--- config.mk ---
export PLATFORM = sky130hd
export DESIGN_NAME = uart_host_driver
export DESIGN_NICKNAME = d
export VERILOG_FILES = /design/src/rtl/uart_host_driver.sv
export SDC_FILE = /design/constraint.sdc
export NUM_CORES = 1
export LEC_CHECK = 0
export CAP_MARGIN = 20
export CORE_MARGIN = 3
export CORE_UTILIZATION = 52
export DETAILED_ROUTE_END_ITERATION = 10
export GPL_TIMING_DRIVEN = 1
export PLACE_DENSITY = 0.76
export SYNTH_ARGS = -nofsm -noshare
export SYNTH_HDL_FRONTEND = slang
export SYNTH_SLANG_ARGS = --single-unit
--- constraint.sdc ---
create_clock -name clk_i -period 2 [get_ports clk_i]
set_clock_uncertainty 0.1 [all_clocks]
set_input_delay 0.4 -clock clk_i [delete_from_list [all_inputs] [get_ports clk_i]]
set_output_delay 0.4 -clock clk_i [all_outputs]
set_load 0.02 [all_outputs]
--- src/rtl/uart_host_driver.sv ---
// uart_host_driver: host-side UART link to a DUT plus its reset sequencer.
// Frame: start, DataWidth data bits LSB first, optional even parity, one stop bit.
module uart_host_driver #(
  parameter int DataWidth   = 8,
  parameter int ClksPerBit  = 16,
  parameter int ResetCycles = 100,
  parameter int ParityEn    = 0
) (
  input  logic                 clk_i,
  input  logic                 reset_i,
  input  logic                 rst_req_i,
  output logic                 dut_reset_o,
  input  logic                 tx_valid_i,
  output logic                 tx_ready_o,
  input  logic [DataWidth-1:0] tx_data_i,
  output logic                 tx_o,
  input  logic                 rx_i,
  output logic                 rx_valid_o,
  input  logic                 rx_ready_i,
  output logic [DataWidth-1:0] rx_data_o,
  output logic                 rx_err_o
);
  localparam int CW = $clog2(ClksPerBit);
  localparam int BW = $clog2(DataWidth + 1);
  localparam int RW = $clog2(ResetCycles + 1);
  localparam logic [CW-1:0] CntLast = CW'(ClksPerBit - 1);
  localparam logic [CW-1:0] CntHalf = CW'(ClksPerBit / 2 - 1);
  localparam logic [BW-1:0] BitLast = BW'(DataWidth - 1);
  localparam logic [RW-1:0] RstLast = RW'(ResetCycles - 1);
  localparam logic Par = ParityEn != 0;
  typedef enum logic [2:0] {IDLE, START, DATA, PARITY, STOP} state_t;
  state_t tx_state, rx_state;
  logic [RW-1:0] rst_cnt;
  logic [CW-1:0] tx_cnt, rx_cnt;
  logic [BW-1:0] tx_bit, rx_bit;
  logic [DataWidth-1:0] tx_sh, rx_sh;
  logic tx_par, rx_perr, rx_s1, rx_s2, rx_q;
  always_ff @(posedge clk_i or posedge reset_i)
    if (reset_i) begin
      rst_cnt <= '0;
      dut_reset_o <= 1'b1;
    end else if (rst_req_i) begin
      rst_cnt <= '0;
      dut_reset_o <= 1'b1;
    end else if (dut_reset_o) begin
      rst_cnt <= rst_cnt == RstLast ? rst_cnt : rst_cnt + 1'b1;
      dut_reset_o <= rst_cnt != RstLast;
    end
  always_ff @(posedge clk_i or posedge reset_i)
    if (reset_i) begin
      tx_state <= IDLE;
      tx_cnt <= '0;
      tx_bit <= '0;
      tx_sh <= '0;
      tx_par <= 1'b0;
      tx_o <= 1'b1;
      tx_ready_o <= 1'b0;
    end else if (rst_req_i) begin
      tx_state <= IDLE;
      tx_cnt <= '0;
      tx_bit <= '0;
      tx_o <= 1'b1;
      tx_ready_o <= 1'b0;
    end else if (tx_state == IDLE) begin
      tx_ready_o <= !dut_reset_o && !(tx_valid_i && tx_ready_o);
      if (tx_valid_i && tx_ready_o) begin
        tx_state <= START;
        tx_o <= 1'b0;
        tx_cnt <= '0;
        tx_sh <= tx_data_i;
        tx_par <= ^tx_data_i;
      end
    end else if (tx_cnt != CntLast) begin
      tx_cnt <= tx_cnt + 1'b1;
    end else begin
      tx_cnt <= '0;
      case (tx_state)
        START: begin
          tx_state <= DATA;
          tx_bit <= '0;
          tx_o <= tx_sh[0];
          tx_sh <= tx_sh >> 1;
        end
        DATA:
          if (tx_bit == BitLast) begin
            tx_state <= Par ? PARITY : STOP;
            tx_o <= !Par || tx_par;
          end else begin
            tx_bit <= tx_bit + 1'b1;
            tx_o <= tx_sh[0];
            tx_sh <= tx_sh >> 1;
          end
        PARITY: begin
          tx_state <= STOP;
          tx_o <= 1'b1;
        end
        default: begin
          tx_state <= IDLE;
          tx_ready_o <= 1'b1;
        end
      endcase
    end
  always_ff @(posedge clk_i or posedge reset_i)
    if (reset_i) {rx_s1, rx_s2, rx_q} <= 3'b111;
    else {rx_s1, rx_s2, rx_q} <= {rx_i, rx_s1, rx_s2};
  // Start bit is checked at half a bit; later samples land one bit period apart.
  always_ff @(posedge clk_i or posedge reset_i)
    if (reset_i) begin
      rx_state <= IDLE;
      rx_cnt <= '0;
      rx_bit <= '0;
      rx_sh <= '0;
      rx_perr <= 1'b0;
      rx_valid_o <= 1'b0;
      rx_data_o <= '0;
      rx_err_o <= 1'b0;
    end else if (rst_req_i) begin
      rx_state <= IDLE;
      rx_cnt <= '0;
      rx_bit <= '0;
      rx_valid_o <= 1'b0;
      rx_err_o <= 1'b0;
    end else begin
      rx_err_o <= 1'b0;
      if (rx_valid_o && rx_ready_i) rx_valid_o <= 1'b0;
      case (rx_state)
        IDLE:
          if (!dut_reset_o && rx_q && !rx_s2) begin
            rx_state <= START;
            rx_cnt <= '0;
            rx_perr <= 1'b0;
          end
        START:
          if (rx_cnt != CntHalf) rx_cnt <= rx_cnt + 1'b1;
          else begin
            rx_cnt <= '0;
            rx_bit <= '0;
            rx_state <= rx_s2 ? IDLE : DATA;
          end
        default:
          if (rx_cnt != CntLast) rx_cnt <= rx_cnt + 1'b1;
          else begin
            rx_cnt <= '0;
            case (rx_state)
              DATA: begin
                rx_sh <= {rx_s2, rx_sh[DataWidth-1:1]};
                rx_bit <= rx_bit + 1'b1;
                if (rx_bit == BitLast) rx_state <= Par ? PARITY : STOP;
              end
              PARITY: begin
                rx_perr <= rx_s2 ^ (^rx_sh);
                rx_state <= STOP;
              end
              default: begin
                rx_state <= IDLE;
                if (!rx_s2 || rx_perr || (rx_valid_o && !rx_ready_i)) rx_err_o <= 1'b1;
                else begin
                  rx_valid_o <= 1'b1;
                  rx_data_o <= rx_sh;
                end
              end
            endcase
          end
      endcase
    end
endmodule
==> results of run 1 <==
[kinds of logic after synthesis]
family                   count (synthesis)
buffers and inverters                   20
XOR/XNOR                                14
AO/OA/AOI/OAI                           62
AND/OR/NAND/NOR                         95
flip-flops                              62
adder cells (fa/ha/maj)                  5
multiplexers                            29
[sequential cells by signal, indices dropped and copies added, names as in the netlist, 3 cells and up]
register   cells
rx_cnt         4
rst_cnt        7
rx_state       3
tx_cnt         4
rx_sh          8
tx_bit         4
tx_sh          8
rx_bit         4
rx_data_o      8
tx_state       3
[metal layers]
metal  vias up  part of all wire [%]  GRT usage (%)  wire length, um
met4         0                   2.0          13.29              119
met5         -                     0              0                0
met3        10                   3.2          4.338              192
met2        47                    50          32.93             3070
met1      1130                    44          24.54             2702
li1       1143                     -              -                -
[Yosys cell counts, types with 2 or more instances]
master,n
and2_1,2
xnor2_1,11
clkbuf_1,7
mux2_2,18
or4_1,2
nor2_1,25
a211oi_1,2
nand2b_1,5
ha_1,5
o21ai_0,29
dfstp_2,5
xor2_1,3
nand2_1,26
a211o_1,2
o211ai_1,2
nor3b_1,3
nand4_1,3
inv_1,9
a21o_1,2
nand3b_1,3
mux2i_1,11
a21oi_1,9
buf_2,3
nor3_1,5
dfrtp_1,57
or3_1,3
nand3_1,7
[repair_timing]
action	4_1_cts	5_1_grt
gates resized for setup	1	12
hold buffers	0	0
setup endpoints to repair	1	20
pin swaps	0	3
[layout make-up]
type / count / share of cell area (%)
tap: 72 / 2.335
timing repair buffer: 60 / 13.81
clock inverter: 4 / 1.167
multi-input combinational: 205 / 37.29
clock buffer: 12 / 4.021
sequential: 62 / 40.40
inverter: 9 / 0.9728
[power breakdown]
part	internal, mW	switching [mW]
clock network	0.637	0.482
logic	0.445	0.423
registers	1.41	0.125
[worst register-to-register path, delay by kind of cell (launching register included)]
| kind | cells | cell delay (ns) |
|---|---|---|
| buffers and inverters | 1 | 0.18 |
| AND/OR/NAND/NOR | 3 | 0.69 |
| flip-flops | 1 | 0.36 |
| adder cells (fa/ha/maj) | 1 | 0.19 |
| multiplexers | 1 | 0.34 |
[metrics by stage]
| step | std cells | utilization (%) |
|---|---|---|
| after floorplan | 287 | - |
| after CTS | 424 | 68.37 |
| after global placement | 408 | 64.80 |
| after global routing | 424 | 69.23 |
| final | 424 | 69.23 |
| after detailed placement | 408 | 64.80 |
[final timing paths]
kind                            from            to  slack [ns]  cells past startpoint
max in group asynchronous    reset_i   dut_reset_o        1.10                      3
min in group asynchronous    reset_i      rx_sh[2]        0.38                      3
hold reg to reg                rx_s1         rx_s2        0.26                      0
setup / recovery           rx_cnt[0]  rx_data_o[5]        0.03                      6
setup reg to reg           rx_cnt[0]  rx_data_o[5]        0.03                      6
hold / removal                 rx_s1         rx_s2        0.26                      0
==> impl_metrics.tcl, run 1 <==
set metrics [dict create \
    rsz0062_at_grt "yes" \
    timing.fmax_ghz 0.5065 \
    first_iter_violations 163 \
    detail_route.wl_per_cell_um 14.35 \
    hold_path_class "register to register" \
    std_cell_rows 27 \
    final-hold-violation-count 0 \
    synth_xor_xnor_area_share_pct 4.043 \
    cp-start-kind "register" \
    ys_ff_latch 62 \
    cts_tree "done" \
    avgSynthCellArea_um2 10.57 \
    final_cell_mix "dfrtp_1, buf_4, o21ai_0, nand2_1, nor2_1" \
    yosysSeqAreaShare_pct 51.36 \
    synthAdderAreaFrac_pct 2.063 \
    async_flop_share_pct 100.0 \
    ir_worst_vdd_v 0.0006596 \
    n_antenna_cell 0 \
    criticalPathCategory "register to register" \
    io_pins 27 \
    crit_arrival_ns 2.10 \
    yosys-top-cells-area "dfrtp_1, mux2_2, o21ai_0, dfstp_2, mux2i_1" \
    synthFlopType "dfrtp_1" \
    synth_top_family_by_area "simple AND/OR/NAND/NOR gates" \
    design.core.area_um2 5574 \
    setup_viol 0 \
    synth_area_um2 3033 \
    power_density_nw_per_um2 912.7 \
    synth-simple-area-share_pct 16.54 \
    status "completed" \
    timing.hold.ws_ns 0.2616 \
    num_vias 2330 \
    clock-sinks 62 \
    multiInputGateArea_um2 1439 \
    gp_routability_congestion 0.7658 \
    synth_cells 287 \
    fin_tns_setup_ns 0 \
    worst_pin_slew_ns 0.4112 \
    grt_pass1_wl_um 10400 \
    cpLargestDelayFamily "simple AND/OR/NAND/NOR gates" \
    drt-total-wl_um 6083 \
    grt_max_degree 63 \
    grt_pass1_vias 2303 \
    drc 0 \
    regArea_um2 1559 \
    cts_setup_buffers 0 \
    post-route-min-period_ns 1.974 \
    end_kind "register" \
    clkTransAtPathRegs_ns 0.06 \
    yosysTopAreaCell "dfrtp_1" \
    critPathMaxStageDelay_ns 0.36 \
    muxShareOfSynthArea_pct 10.31 \
    cts-root-buf "clkbuf_8" \
    grt_overflow 0 \
    netlist.area_leader.share_pct 47.03 \
    cap_violations 0 \
    final_common_cell "dfrtp_1" \
    slowest_stage "dfrtp_1" \
    synth_compound_area_share_pct 13.08 \
    nets 366 \
    required_ns 2.13 \
    path_max_fanout 8 \
    synth.distinct_cells 55 \
    power.total_mw 3.522 \
    pre_cts_ws_ns -0.2730 \
    die_x_um 82.37 \
    antenna_found_initial 0 \
    p_leak_nw 1.734 \
    synth_edf_count 0 \
    gr-usage-all-layers_pct 20.40 \
    drtAntennaViolNets 0 \
    setup_ws_ns 0.02575 \
    initial_utilization_pct 54.41 \
    cts_buffer_depth 2 \
    ys_warn_count 0 \
    hpwl_um 4128 \
    die-area_um2 6785 \
    slew_viol_final 0 \
    io_buffers 26 \
    via_per_inst 5.495 \
    htreeDepth 3 \
    final_area_um2 3859 \
    die_y_um 82.37 \
    post-route-period-util_pct 98.71 \
    insertion_delay_ns 0.34 \
    place_area_um2 3612 \
    drtPass1Iterations 4 \
    nFillCells 418 \
    drive_gt1_share_pct 26.14 \
    cts_buffers 9 \
    synth_nets 306 \
    syn_to_final_growth_pct 27.23 \
    path_cells "ha_2 -> nand3_2 -> or3_4 -> nor4b_4 -> buf_6 -> mux2_2" \
    slew_headroom_pct 72.30 \
    crit_buf_inv 1 \
]
Note: power is estimated with default switching activity, not from simulation.
==> run 2: changes to the inputs <==
--- a/config.mk
+++ b/config.mk
@@ -6,7 +6,7 @@
 export NUM_CORES = 1
 export LEC_CHECK = 0
 export CAP_MARGIN = 20
-export CORE_MARGIN = 3
+export CORE_MARGIN = 5
 export CORE_UTILIZATION = 52
 export DETAILED_ROUTE_END_ITERATION = 10
 export GPL_TIMING_DRIVEN = 1
==> impl_metrics.tcl, run 2 (synthesized netlist as in run 1, its figures left out) <==
set metrics [dict create \
    clkTransAtPathRegs_ns 0.07 \
    power_density_nw_per_um2 931.5 \
    crit_arrival_ns 2.15 \
    multiInputGateArea_um2 1441 \
    ctsHoldBuffers 0 \
    cts_buffers 9 \
    hold_path_class "register to register" \
    std_cell_rows 27 \
    cts_tree "done" \
    power.total_mw 3.606 \
    nFillCells 427 \
    r2r-end "rx_data_o[5]" \
    timing.hold.ws_ns 0.2571 \
    regArea_um2 1558 \
    drtPass1Iterations 4 \
    reg.largest.list "rx_data_o (8), rx_sh (8), tx_sh (8)" \
    drive_gt1_share_pct 25.93 \
    status "finished with violations" \
    io_buffers 26 \
    design.core.area_um2 5574 \
    r2r.worst_path.cells 6 \
    grt_overflow 0 \
    htreeDepth 3 \
    criticalPathCategory "input pin to register" \
    cts_buffer_depth 2 \
    final_area_um2 3871 \
    hpwl_um 4194 \
    final_util_pct 69.45 \
    drt-total-wl_um 6346 \
    initial_utilization_pct 54.41 \
    rsz0062_at_grt "yes" \
    timing.fmax_ghz 0.4946 \
    hold_depth 0 \
    post-route-period-util_pct 101.1 \
    die_y_um 86.37 \
    via_per_inst 5.600 \
    antenna_found_initial 0 \
    ir_worst_vdd_v 0.0006223 \
    first_iter_violations 140 \
    gp_routability_congestion 0.7990 \
    insertion_delay_ns 0.34 \
    place_area_um2 3605 \
    final_cell_mix "dfrtp_1, buf_4, o21ai_0, nand2_1" \
    required_ns 2.13 \
    setup_viol 7 \
    setup_ws_ns -0.02199 \
    n_antenna_cell 0 \
    violations "setup timing" \
    gr-usage-all-layers_pct 18.15 \
    worst_pin_slew_ns 0.3233 \
    reg2reg_setup_slack_ns 0.02 \
    io_pins 27 \
    slew_viol_final 0 \
    clock-sinks 62 \
    die_x_um 86.37 \
    final-hold-violation-count 0 \
    drc 0 \
    grt_pass1_wl_um 10660 \
    path_max_fanout 8 \
    die-area_um2 7460 \
    critical_path.endpoint "rx_data_o[5]" \
    slew_headroom_pct 78.17 \
    p_leak_nw 1.731 \
    final_common_cell "dfrtp_1" \
    cap_violations 0 \
    detail_route.wl_per_cell_um 15.00 \
    cp-startpoint "rst_req_i" \
    num_vias 2369 \
    end_kind "register" \
    post-route-min-period_ns 2.022 \
    r2r_start "rx_cnt[0]" \
    drtAntennaViolNets 0 \
    cts-root-buf "clkbuf_8" \
    grt_max_degree 63 \
    syn_to_final_growth_pct 27.64 \
    nets 365 \
    grt_pass1_vias 2310 \
    cp-start-kind "input pin" \
]
## run 2: final cells by class
type,count,share of cell area (%)
clock buffers,12,3.749
well taps,72,2.327
clock inverters,4,1.810
repair buffers,59,13.67
flip-flops and latches,62,40.24
multi-input cells,205,37.23
inverters,9,0.9696
## run 2: critical path, cell delays in order
cell and delay [ns]:
clkdlybuf4s50_1 0.53, or3_4 0.45, nor4b_4 0.25, buf_6 0.18, mux2_2 0.33
## run 2: how the worst min path moves through the flow
stage | start | to | slack, ns
after floorplan | rx_s1 | rx_s2 | 0.25
after global placement | rx_s1 | rx_s2 | 0.25
after detailed placement | rx_s1 | rx_s2 | 0.25
after CTS | rx_s1 | rx_s2 | 0.26
after global routing | rx_s1 | rx_s2 | 0.26
final | rx_s1 | rx_s2 | 0.26
## run 2: per-stage QoR
step,setup TNS (ns),setup WS [ns],instances
floorplan,-0.3961,-0.04951,287
global placement,-6.810,-0.2977,407
detailed placement,-9.428,-0.3831,407
CTS,-0.005092,-0.005092,423
global route,-0.5091,-0.06790,423
finish,-0.1289,-0.02199,423
## run 2: layer usage
metal / vias to the layer above / GRT usage [%] / share of wire (%) / routed length [um]
li1: 1142 / - / - / -
met1: 1154 / 23.37 / 44 / 2813
met2: 58 / 29.14 / 49 / 3106
met3: 15 / 3.422 / 4.4 / 280
met4: 0 / 9.348 / 2.3 / 146
met5: - / 0 / 0 / 0
## run 2: where the power goes
| part | total, mW | internal [mW] | switching [mW] |
|---|---|---|---|
| registers | 1.54 | 1.41 | 0.137 |
| clock network | 1.22 | 0.733 | 0.490 |
| logic | 0.838 | 0.434 | 0.404 |
## run 2: what timing repair did
item,in CTS,in global routing
setup buffers,0,0
pin swaps,0,2
resized for setup,2,13
setup endpoints to repair,9,21
==> run 3: changes to the inputs <==
--- a/config.mk
+++ b/config.mk
@@ -5,8 +5,8 @@
 export SDC_FILE = /design/constraint.sdc
 export NUM_CORES = 1
 export LEC_CHECK = 0
+export ABC_AREA = 1
 export CAP_MARGIN = 20
-export CORE_MARGIN = 5
 export CORE_UTILIZATION = 52
 export DETAILED_ROUTE_END_ITERATION = 10
 export GPL_TIMING_DRIVEN = 1
==> impl_metrics.tcl, run 3 <==
set metrics [dict create \
    nets 477 \
    power_density_nw_per_um2 1021 \
    muxShareOfSynthArea_pct 0 \
    multiInputGateArea_um2 1445 \
    detail_route.wl_per_cell_um 12.01 \
    regArea_um2 1558 \
    nFillCells 527 \
    drc 0 \
    synth_edf_count 0 \
    cp-start-kind "register" \
    synth_top_family_by_area "simple AND/OR/NAND/NOR gates" \
    critPathMaxStageDelay_ns 0.61 \
    synth-simple-area-share_pct 29.42 \
    drtAntennaViolNets 0 \
    post-route-period-util_pct 92.09 \
    grt_pass1_wl_um 11160 \
    cts-root-buf "clkbuf_8" \
    cts_tree "done" \
    synth_nets 436 \
    synth_cells 417 \
    criticalPathCategory "register to primary output" \
    via_per_inst 5.191 \
    gr-usage-all-layers_pct 22.59 \
    crit_arrival_ns 1.34 \
    yosysSeqAreaShare_pct 47.94 \
    timing.fmax_ghz 0.5429 \
    dr_wl_met3_um 227 \
    setup_viol 0 \
    yosysMostFrequentCell "nand2_1" \
    grt_max_degree 63 \
    ys_warn_count 0 \
    p_leak_nw 1.875 \
    crit_buf_inv 1 \
    path_cells "clkdlybuf4s50_1" \
    gp_routability_congestion 0.8894 \
    cap_violations 0 \
    final-hold-violation-count 0 \
    cts_buffer_depth 2 \
    fin_tns_setup_ns 0 \
    drtPass1Iterations 4 \
    required_ns 1.50 \
    antenna_found_initial 0 \
    cp-startpoint "tx_ready_o" \
    die_x_um 81.05 \
    timing.hold.worst.start "rx_s1" \
    design.core.area_um2 5991 \
    drive_gt1_share_pct 11.23 \
    end_kind "primary output" \
    routed-wl-met2_um 3142 \
    synth_compound_area_share_pct 11.78 \
    final_common_cell "nand2_1" \
    die_y_um 81.05 \
    hpwl_um 4685 \
    yosysTopAreaCell "dfrtp_1" \
    ir_worst_vdd_v 0.0006777 \
    num_vias 2793 \
    clock-sinks 62 \
    status "completed" \
    rsz0062_at_grt "no" \
    netlist_top_cells_count "nand2_1, dfrtp_1, inv_1" \
    cpLargestDelayFamily "buffers and inverters" \
    slew_viol_final 0 \
    ys_ff_latch 62 \
    cts_buffers 9 \
    met1_length_um 2980 \
    yosys-top-cells-area "dfrtp_1, nand2_1, o21ai_0, nand3_1, inv_1" \
    io_pins 27 \
    std_cell_rows 28 \
    final_cell_mix "nand2_1, dfrtp_1, inv_1, o21ai_0, nand3_1" \
    first_iter_violations 140 \
    synthAdderAreaFrac_pct 1.925 \
    netlist.area_leader.share_pct 43.90 \
    slew_headroom_pct 75.25 \
    grt_pass1_vias 2517 \
    clkTransAtPathRegs_ns 0.07 \
    r2r_start "rx_cnt[1]" \
    timing.hold.ws_ns 0.2536 \
    io_buffers 26 \
    path_max_fanout 3 \
    drt-total-wl_um 6464 \
    htreeDepth 3 \
    die-area_um2 6569 \
    async_flop_share_pct 100.0 \
    n_antenna_cell 0 \
    reg.largest.list "rx_data_o (8), rx_sh (8), tx_sh (8)" \
    dr.max_layer_used "met4" \
    synth_xor_xnor_area_share_pct 1.348 \
    insertion_delay_ns 0.35 \
    synth_area_um2 3249 \
    syn_to_final_growth_pct 18.75 \
    synthFlopType "dfrtp_1" \
    initial_utilization_pct 54.24 \
    worst_pin_slew_ns 0.3684 \
    synth.distinct_cells 33 \
    slowest_stage "clkdlybuf4s50_1" \
    post-route-min-period_ns 1.842 \
    avgSynthCellArea_um2 7.792 \
    hold_path_class "register to register" \
    grt_overflow 0 \
]
[run 3: layout make-up]
| cell class | count | share of cell area (%) |
|---|---|---|
| Sequential cell | 62 | 40.37 |
| Multi-Input combinational cell | 295 | 37.45 |
| Tap cell | 75 | 2.432 |
| Timing Repair Buffer | 37 | 9.566 |
| Clock inverter | 6 | 1.621 |
| Inverter | 53 | 5.253 |
| Clock buffer | 10 | 3.307 |
[run 3: logic make-up after synthesis]
family                   Yosys count
AND/OR/NAND/NOR                  215
buffers and inverters             60
AO/OA/AOI/OAI                     70
XOR/XNOR                           5
flip-flops                        62
adder cells (fa/ha/maj)            5
[run 3: power by group]
| part | leakage (nW) | switching, mW | internal (mW) |
|---|---|---|---|
| sequential | 0.785 | 0.162 | 1.47 |
| combinational | 1.00 | 0.772 | 0.472 |
| clock | 0.0883 | 0.496 | 0.570 |
[run 3: path summary, 6_finish.rpt]
path                              endpoint  slack, ns  depth (start not counted)
worst max-delay path            tx_ready_o       0.16                          1
worst min-delay path                 rx_s2       0.25                          0
worst max register to register    rx_sh[1]       0.29                          6
worst min register to register       rx_s2       0.25                          0
max in group asynchronous            rx_s1       1.10                          3
min in group asynchronous       rst_cnt[5]       0.37                          3
[run 3: stage by stage]
step | instances | setup slack, ns | power, mW | util, % | area [um^2]
global placement | 522 | 0.09722 | 2.857 | 61.22 | 3667
global route | 538 | 0.09680 | 4.237 | 64.41 | 3859
detailed placement | 522 | 0.02873 | 2.895 | 61.22 | 3667
finish | 538 | 0.1582 | 3.940 | 64.41 | 3859
floorplan | 417 | 0.4423 | 2.554 | - | 3253
CTS | 538 | 0.01902 | 3.969 | 64.37 | 3856
[run 3: layer usage]
layer,GRT usage [%],vias to the layer above
li1,-,1433
met1,28.63,1299
met2,36.81,47
met3,5.843,14
met4,8.929,0
met5,0,-
[run 3: timing repair]
action                                  in CTS  in global routing
endpoints found under the setup margin       1                  1
resized for setup                            1                  1
gates cloned                                 0                  0
setup buffers                                0                  0
hold buffers                                 0                  0
